[src/rtl/accel_pkg.sv]
// Definitions shared by the tile loader and the store engine.
package accel_pkg;

    localparam int unsigned ADDR_WIDTH = 24;
    localparam int unsigned LEN_WIDTH  = 20;

    typedef enum logic [1:0] {
        StIdle,
        StWaitTile,
        StWrite,
        StDone
    } xfer_state_e;

endpackage

[src/rtl/tile_serializer.sv]
// TILE_WIDTH-to-8 MSB-first serializer. Byte 0 is taken straight from tile_in on load,
// so it can be written in the same cycle the tile is accepted.
module tile_serializer #(
    parameter int unsigned TILE_WIDTH = 256,
    localparam int unsigned NUM_BYTES = TILE_WIDTH / 8,
    localparam int unsigned IDX_W     = (NUM_BYTES > 1) ? $clog2(NUM_BYTES) : 1
) (
    input  logic                  clk,
    input  logic                  rst,
    input  logic                  load,
    input  logic                  shift,
    input  logic [TILE_WIDTH-1:0] tile_in,
    output logic [7:0]            byte_out,
    output logic [IDX_W-1:0]      byte_idx
);

    logic [TILE_WIDTH-1:0] tile_q;
    logic [IDX_W-1:0]      idx_q;

    always_ff @(posedge clk or posedge rst) begin
        if (rst) begin
            tile_q <= '0;
            idx_q  <= '0;
        end else if (load) begin
            tile_q <= tile_in << 8;
            idx_q  <= IDX_W'(1);
        end else if (shift) begin
            tile_q <= tile_q << 8;
            idx_q  <= idx_q + IDX_W'(1);
        end
    end

    assign byte_out = load ? tile_in[TILE_WIDTH-1 -: 8] : tile_q[TILE_WIDTH-1 -: 8];
    assign byte_idx = load ? '0 : idx_q;

endmodule

[src/rtl/store_m.sv]
// Tile write-back engine: accepts tiles and writes them byte by byte to DRAM.
// Define STORE_M_PAD_EN to always write the final tile in full.
module store_m
    import accel_pkg::*;
#(
    parameter int unsigned TILE_WIDTH = 256
) (
    input  logic                  clk,
    input  logic                  rst,
    input  logic                  valid_in,
    input  logic [ADDR_WIDTH-1:0] dram_addr,
    input  logic [LEN_WIDTH-1:0]  length,
    input  logic [TILE_WIDTH-1:0] tile_in,
    input  logic                  tile_valid,
    output logic                  tile_ready,
    output logic                  mem_we,
    output logic [ADDR_WIDTH-1:0] mem_addr,
    output logic [7:0]            mem_din,
    output logic                  busy,
    output logic                  valid_out
);

    localparam int unsigned NUM_BYTES = TILE_WIDTH / 8;
    localparam int unsigned IDX_W     = (NUM_BYTES > 1) ? $clog2(NUM_BYTES) : 1;
    // One bit wider than 17 so that lengths near 2^20 bits do not wrap to zero bytes.
    localparam int unsigned CNT_W     = LEN_WIDTH - 2;

    xfer_state_e           state_q, state_d;
    logic [ADDR_WIDTH-1:0] addr_q, addr_d;
    logic [CNT_W-1:0]      left_q, left_d;
    logic                  last_q, last_d;
    logic                  tile_ready_q, tile_ready_d;
    logic                  mem_we_q, mem_we_d;
    logic [ADDR_WIDTH-1:0] mem_addr_q, mem_addr_d;
    logic [7:0]            mem_din_q, mem_din_d;
    logic                  busy_q, busy_d;
    logic                  valid_out_q, valid_out_d;

    logic                  ser_load, ser_shift, emit;
    logic [7:0]            ser_byte;
    logic [IDX_W-1:0]      ser_idx;
    logic [LEN_WIDTH:0]    len_sum;
    logic [CNT_W-1:0]      len_bytes;

    assign len_sum   = {1'b0, length} + (LEN_WIDTH + 1)'(7);
    assign len_bytes = len_sum[LEN_WIDTH:3];

    tile_serializer #(
        .TILE_WIDTH(TILE_WIDTH)
    ) u_ser (
        .clk      (clk),
        .rst      (rst),
        .load     (ser_load),
        .shift    (ser_shift),
        .tile_in  (tile_in),
        .byte_out (ser_byte),
        .byte_idx (ser_idx)
    );

    always_comb begin
        state_d    = state_q;
        addr_d     = addr_q;
        left_d     = left_q;
        last_d     = last_q;
        mem_addr_d = mem_addr_q;
        mem_din_d  = mem_din_q;
        ser_load   = 1'b0;
        ser_shift  = 1'b0;
        emit       = 1'b0;

        unique case (state_q)
            StIdle: begin
                if (valid_in) begin
                    addr_d  = dram_addr;
                    left_d  = len_bytes;
                    state_d = (len_bytes == '0) ? StDone : StWaitTile;
                end
            end
            StWaitTile: begin
                if (tile_valid && tile_ready_q) begin
                    ser_load = 1'b1;
                    emit     = 1'b1;
                    state_d  = StWrite;
                end
            end
            StWrite: begin
                // last_q marks that the byte on the bus now is the tile's final one.
                if (last_q) begin
                    state_d = (left_q == '0) ? StDone : StWaitTile;
                end else begin
                    ser_shift = 1'b1;
                    emit      = 1'b1;
                end
            end
            StDone:  state_d = StIdle;
            default: state_d = StIdle;
        endcase

        if (emit) begin
            mem_addr_d = addr_q;
            mem_din_d  = ser_byte;
            addr_d     = addr_q + ADDR_WIDTH'(1);
            left_d     = (left_q == '0) ? '0 : left_q - CNT_W'(1);
`ifdef STORE_M_PAD_EN
            last_d     = (ser_idx == IDX_W'(NUM_BYTES - 1));
`else
            last_d     = (ser_idx == IDX_W'(NUM_BYTES - 1)) || (left_q == CNT_W'(1));
`endif
        end

        mem_we_d     = emit;
        tile_ready_d = (state_d == StWaitTile);
        busy_d       = (state_d != StIdle);
        valid_out_d  = (state_d == StDone);
    end

    always_ff @(posedge clk or posedge rst) begin
        if (rst) begin
            state_q      <= StIdle;
            addr_q       <= '0;
            left_q       <= '0;
            last_q       <= 1'b0;
            tile_ready_q <= 1'b0;
            mem_we_q     <= 1'b0;
            mem_addr_q   <= '0;
            mem_din_q    <= '0;
            busy_q       <= 1'b0;
            valid_out_q  <= 1'b0;
        end else begin
            state_q      <= state_d;
            addr_q       <= addr_d;
            left_q       <= left_d;
            last_q       <= last_d;
            tile_ready_q <= tile_ready_d;
            mem_we_q     <= mem_we_d;
            mem_addr_q   <= mem_addr_d;
            mem_din_q    <= mem_din_d;
            busy_q       <= busy_d;
            valid_out_q  <= valid_out_d;
        end
    end

    assign tile_ready = tile_ready_q;
    assign mem_we     = mem_we_q;
    assign mem_addr   = mem_addr_q;
    assign mem_din    = mem_din_q;
    assign busy       = busy_q;
    assign valid_out  = valid_out_q;

endmodule

[config.mk]
export PLATFORM = sky130hd
export DESIGN_NAME = store_m
export DESIGN_NICKNAME = d
export VERILOG_FILES = /design/src/rtl/accel_pkg.sv /design/src/rtl/tile_serializer.sv /design/src/rtl/store_m.sv
export SDC_FILE = /design/constraint.sdc
export NUM_CORES = 1
export LEC_CHECK = 0
export BUFFER_PORTS_ARGS = -buffer_cell sky130_fd_sc_hd__buf_2
export CORE_MARGIN = 2
export CORE_UTILIZATION = 55
export DETAILED_ROUTE_END_ITERATION = 8
export MAX_ROUTING_LAYER = met4
export PLACE_DENSITY = 0.79
export SLEW_MARGIN = 20
export SYNTH_ARGS = -nofsm -noshare
export SYNTH_HDL_FRONTEND = slang
export SYNTH_HIERARCHICAL = 1
export SYNTH_SLANG_ARGS = --single-unit
[constraint.sdc]
create_clock -name clk -period 13.2 [get_ports clk]
set_clock_uncertainty 0.15 [all_clocks]
set_input_delay 1.32 -clock clk [delete_from_list [all_inputs] [get_ports clk]]
set_output_delay 1.32 -clock clk [all_outputs]
set_load 0.005 [all_outputs]
==> summary.md <==
- **kind of launch point of the worst setup path** flip-flop
- **Remaining Overflow, GRT** 0
- **number of flip-flops and latches in the synthesized netlist** 334
- **data required time at the worst endpoint** 13380 ps
- **first-pass GRT wire length** 64390 microns
- **Routed WL** 40310 microns
- **Int Power** 2.894 mW
- **length of the first detailed-routing pass in iterations** 6
- **effective utilization at floorplan** 55.80%
- **critical path class** flip-flop to flip-flop
- **status** completed
- **Sink Count** 334
- **clock root buffer** sky130_fd_sc_hd__clkbuf_16
- **proportion of layout cells with a drive suffix above 1** 22.28%
- **level count of the clock H-tree** 2
- **post-CTS setup buffers** 0
- **detailed-route DRC error count** 0
- **clock latency on the worst-skew pair** 510 ps
- **Hold WS** 319.7 ps
- **Post-CTS Hold Buffers** 0
- **commonest register cell after synthesis** sky130_fd_sc_hd__dfrtp_1
- **number of endpoints with negative hold slack in the final report** 0
- **fin crit share** 31.47%
- **initial antenna violation count** 17
- **number of buffers created by CTS** 37
- **die boundary width** 174.6 microns
- **Final Wtd Congestion** 0.8779
- **RSZ-0062 raised after global routing** false
- **clock share of power** 23.3%
- **Yosys top cell area share** 52.19%
- **post-synth top area cell** sky130_fd_sc_hd__dfrtp_1
- **floorplan row count** 62
- **number of pins exceeding their max-slew limit in the final report** 0
- **PD cells** 235.5 nW/um^2
- **# nets final** 2235
- **drt first-iter violations** 1012
- **data arrival time of the critical path** 4340 ps
- **Mapped Area** 16020 sq um
- **I/O pins** 340
- **Sequential cell area** 8358 sq um
- **relative slew slack** 28.63%
- **placed wire-length estimate** 27530 microns
- **critical path capture point type** flip-flop
- **accumulated negative setup slack** 0 ps
- **slew at the pin closest to its max-slew limit** 1071 ps
- **count of filler cells inserted in the layout** 2258
- **vias per std cell** 5.597
- **EDFF count, synth** 0
- **average instance area after synthesis** 9.765 sq um
- **post-cts gate resize count** 0
- **cells after synthesis** 1640
- **vias** 13150
- **leading post-synthesis cells by cell area** sky130_fd_sc_hd__dfrtp_1 (52%), sky130_fd_sc_hd__mux2i_1 (15%), sky130_fd_sc_hd__nand2_1 (8.9%)
- **count of different cell masters after synthesis** 60
- **mean routed wirelength per cell** 17.15 microns
- **die area** 30500 sq um
- **max-capacitance violation count** 0
- **CTS tree** yes
- **static leakage power** 8.322 nW
- **Warnings, synthesis** 6
- **via count of the first global-routing pass** 12800
- **max frequency** 0.2407 GHz
- **net load switching power** 1.613 mW
- **CORE AREA** 28700 sq um
- **Final setup violation count** 0
- **Area growth syn-to-layout** 19.52%
- **part of the Yosys area used for sequential elements** 52.19%
- **number of nets in the synthesized netlist** 1951
- **Clock Pin Slew Worst Setup and Hold Paths** 60 ps
- **Crit Path Max Fanout** 61
- **number of buffers added on ports** 339
- **fraction of registers with async set or reset after synthesis** 100.0%
- **post-route antenna net violation count** 0
- **switching share of total power** 35.78%
- **worst voltage drop across the vdd grid** 0.0001430 V
- **area of the multi-input gates** 7153 sq um
- **Sequential Power Share** 41.6%
- **global routing usage summed across all routing layers** 26.62%
- **logic gate share of total power** 35.2%
- **worst min-delay path class** flip-flop to flip-flop
- **CTS Buffer Depth** 3
- **pin count of the biggest net entering global routing** 122
- **Die Span Y** 174.6 microns
- **final worst path period need** 4155 ps
-- kinds of logic (layout without fill, tap and decap cells) --
logic type | count (synthesis) | in the layout | synth area share, %
other cells | 0 | 18 | 0
buf+inv | 122 | 430 | 3.297
fa+ha+maj | 7 | 7 | 0.5469
xor+xnor | 19 | 19 | 1.039
mux | 255 | 255 | 16.02
flops | 334 | 334 | 52.19
compound gates | 363 | 363 | 12.58
simple gates | 540 | 540 | 14.34
-- final timing paths --
kind | from | end | slack [ps] | cells past startpoint
min in group asynchronous | rst | addr_q[1] | 800 | 2
worst min-delay path | mem_addr[0] | mem_addr[0] | 320 | 2
worst max-delay path | state_q[0] | u_ser/tile_q[199] | 9050 | 7
worst max register to register | state_q[0] | u_ser/tile_q[199] | 9050 | 7
worst min register to register | mem_addr[0] | mem_addr[0] | 320 | 2
max in group asynchronous | rst | u_ser/tile_q[30] | 10630 | 3
-- registers in the layout (all words and copies together) (netlist names) --
signal / flops
tile_ready: 1
valid_out: 1
mem_we: 1
addr_q: 24
mem_din: 8
u_ser/tile_q: 248
mem_addr: 24
last_q: 1
busy: 1
u_ser/idx_q: 5
left_q: 18
state_q: 2
-- final cells by class --
class / instances / share of cell area [%]
inverters: 13 / 0.3007
clock buffers: 52 / 5.451
diodes: 18 / 0.2353
flip-flops and latches: 334 / 43.66
multi-input cells: 1184 / 37.37
clock inverters: 11 / 1.020
repair buffers: 354 / 9.452
well taps: 384 / 2.510
-- cells in the mapped netlist (4+ instances only) --
master / count
sky130_fd_sc_hd__o22ai_1: 5
sky130_fd_sc_hd__nor4_1: 8
sky130_fd_sc_hd__xor2_1: 8
sky130_fd_sc_hd__a311oi_1: 5
sky130_fd_sc_hd__a211oi_1: 10
sky130_fd_sc_hd__clkbuf_1: 62
sky130_fd_sc_hd__buf_4: 7
sky130_fd_sc_hd__mux2i_1: 245
sky130_fd_sc_hd__or3_1: 4
sky130_fd_sc_hd__nand3_1: 20
sky130_fd_sc_hd__ha_1: 7
sky130_fd_sc_hd__nand4_1: 9
sky130_fd_sc_hd__nor3_1: 20
sky130_fd_sc_hd__o221ai_1: 7
sky130_fd_sc_hd__nor2b_1: 7
sky130_fd_sc_hd__o21ai_0: 230
sky130_fd_sc_hd__dfrtp_1: 334
sky130_fd_sc_hd__buf_2: 29
sky130_fd_sc_hd__nor2_1: 48
sky130_fd_sc_hd__and3_1: 10
sky130_fd_sc_hd__inv_1: 12
sky130_fd_sc_hd__or2_2: 4
sky130_fd_sc_hd__a21oi_1: 24
sky130_fd_sc_hd__xnor2_1: 11
sky130_fd_sc_hd__mux2_2: 8
sky130_fd_sc_hd__o21ai_1: 53
sky130_fd_sc_hd__buf_1: 10
sky130_fd_sc_hd__nand2b_1: 13
sky130_fd_sc_hd__nand2_1: 380
-- power groups by stage --
stage / clock (mW) / combinational [mW] / sequential [mW]
after floorplan: 0 / 1.23 / 1.77
after global placement: 0 / 1.49 / 1.85
after detailed placement: 0 / 1.58 / 1.87
after CTS: 1.07 / 1.59 / 1.87
after global routing: 1.11 / 1.78 / 1.93
final: 1.05 / 1.58 / 1.87
-- cells in the final DEF (no fill, tap or decap), types with 11 or more instances in the layout --
master,count
sky130_fd_sc_hd__a21oi_1,24
sky130_fd_sc_hd__buf_2,339
sky130_fd_sc_hd__buf_4,15
sky130_fd_sc_hd__clkbuf_16,38
sky130_fd_sc_hd__dfrtp_1,334
sky130_fd_sc_hd__diode_2,18
sky130_fd_sc_hd__mux2i_1,245
sky130_fd_sc_hd__nand2_1,380
sky130_fd_sc_hd__nand2b_1,13
sky130_fd_sc_hd__nand3_1,20
sky130_fd_sc_hd__nor2_1,48
sky130_fd_sc_hd__nor3_1,20
sky130_fd_sc_hd__o21ai_0,229
sky130_fd_sc_hd__o21ai_1,53
sky130_fd_sc_hd__xnor2_1,11
-- per-layer routing --
| metal | vias to the layer above | GRT usage (%) | routed length [microns] |
|---|---|---|---|
| met5 | - | - | 0 |
| met4 | 0 | 9.306 | 1074 |
| met3 | 84 | 4.526 | 2608 |
| met2 | 479 | 42.41 | 19660 |
| met1 | 6292 | 34.76 | 16970 |
| li1 | 6299 | - | - |
-- critical path: stages, from the launching register on --
cell	delay [ps]
sky130_fd_sc_hd__dfrtp_1	430
sky130_fd_sc_hd__inv_1	110
sky130_fd_sc_hd__ha_1	200
sky130_fd_sc_hd__nor2b_4	820
sky130_fd_sc_hd__buf_4	900
sky130_fd_sc_hd__buf_4	860
sky130_fd_sc_hd__mux2i_1	290
sky130_fd_sc_hd__o21ai_0	110
-- metrics by stage --
step	cells	power, mW	worst slack, ps	utilization (%)	cell area (sq um)
finish	2350	4.507	9045	66.69	19140
global route	2349	4.822	8847	66.68	19140
CTS	2332	4.527	9075	66.53	19100
detailed placement	2269	3.451	8688	62.22	17860
global placement	2269	3.343	8759	62.22	17860
floorplan	1640	3.003	4773	-	16020
Note: power is estimated with default switching activity, not from simulation.
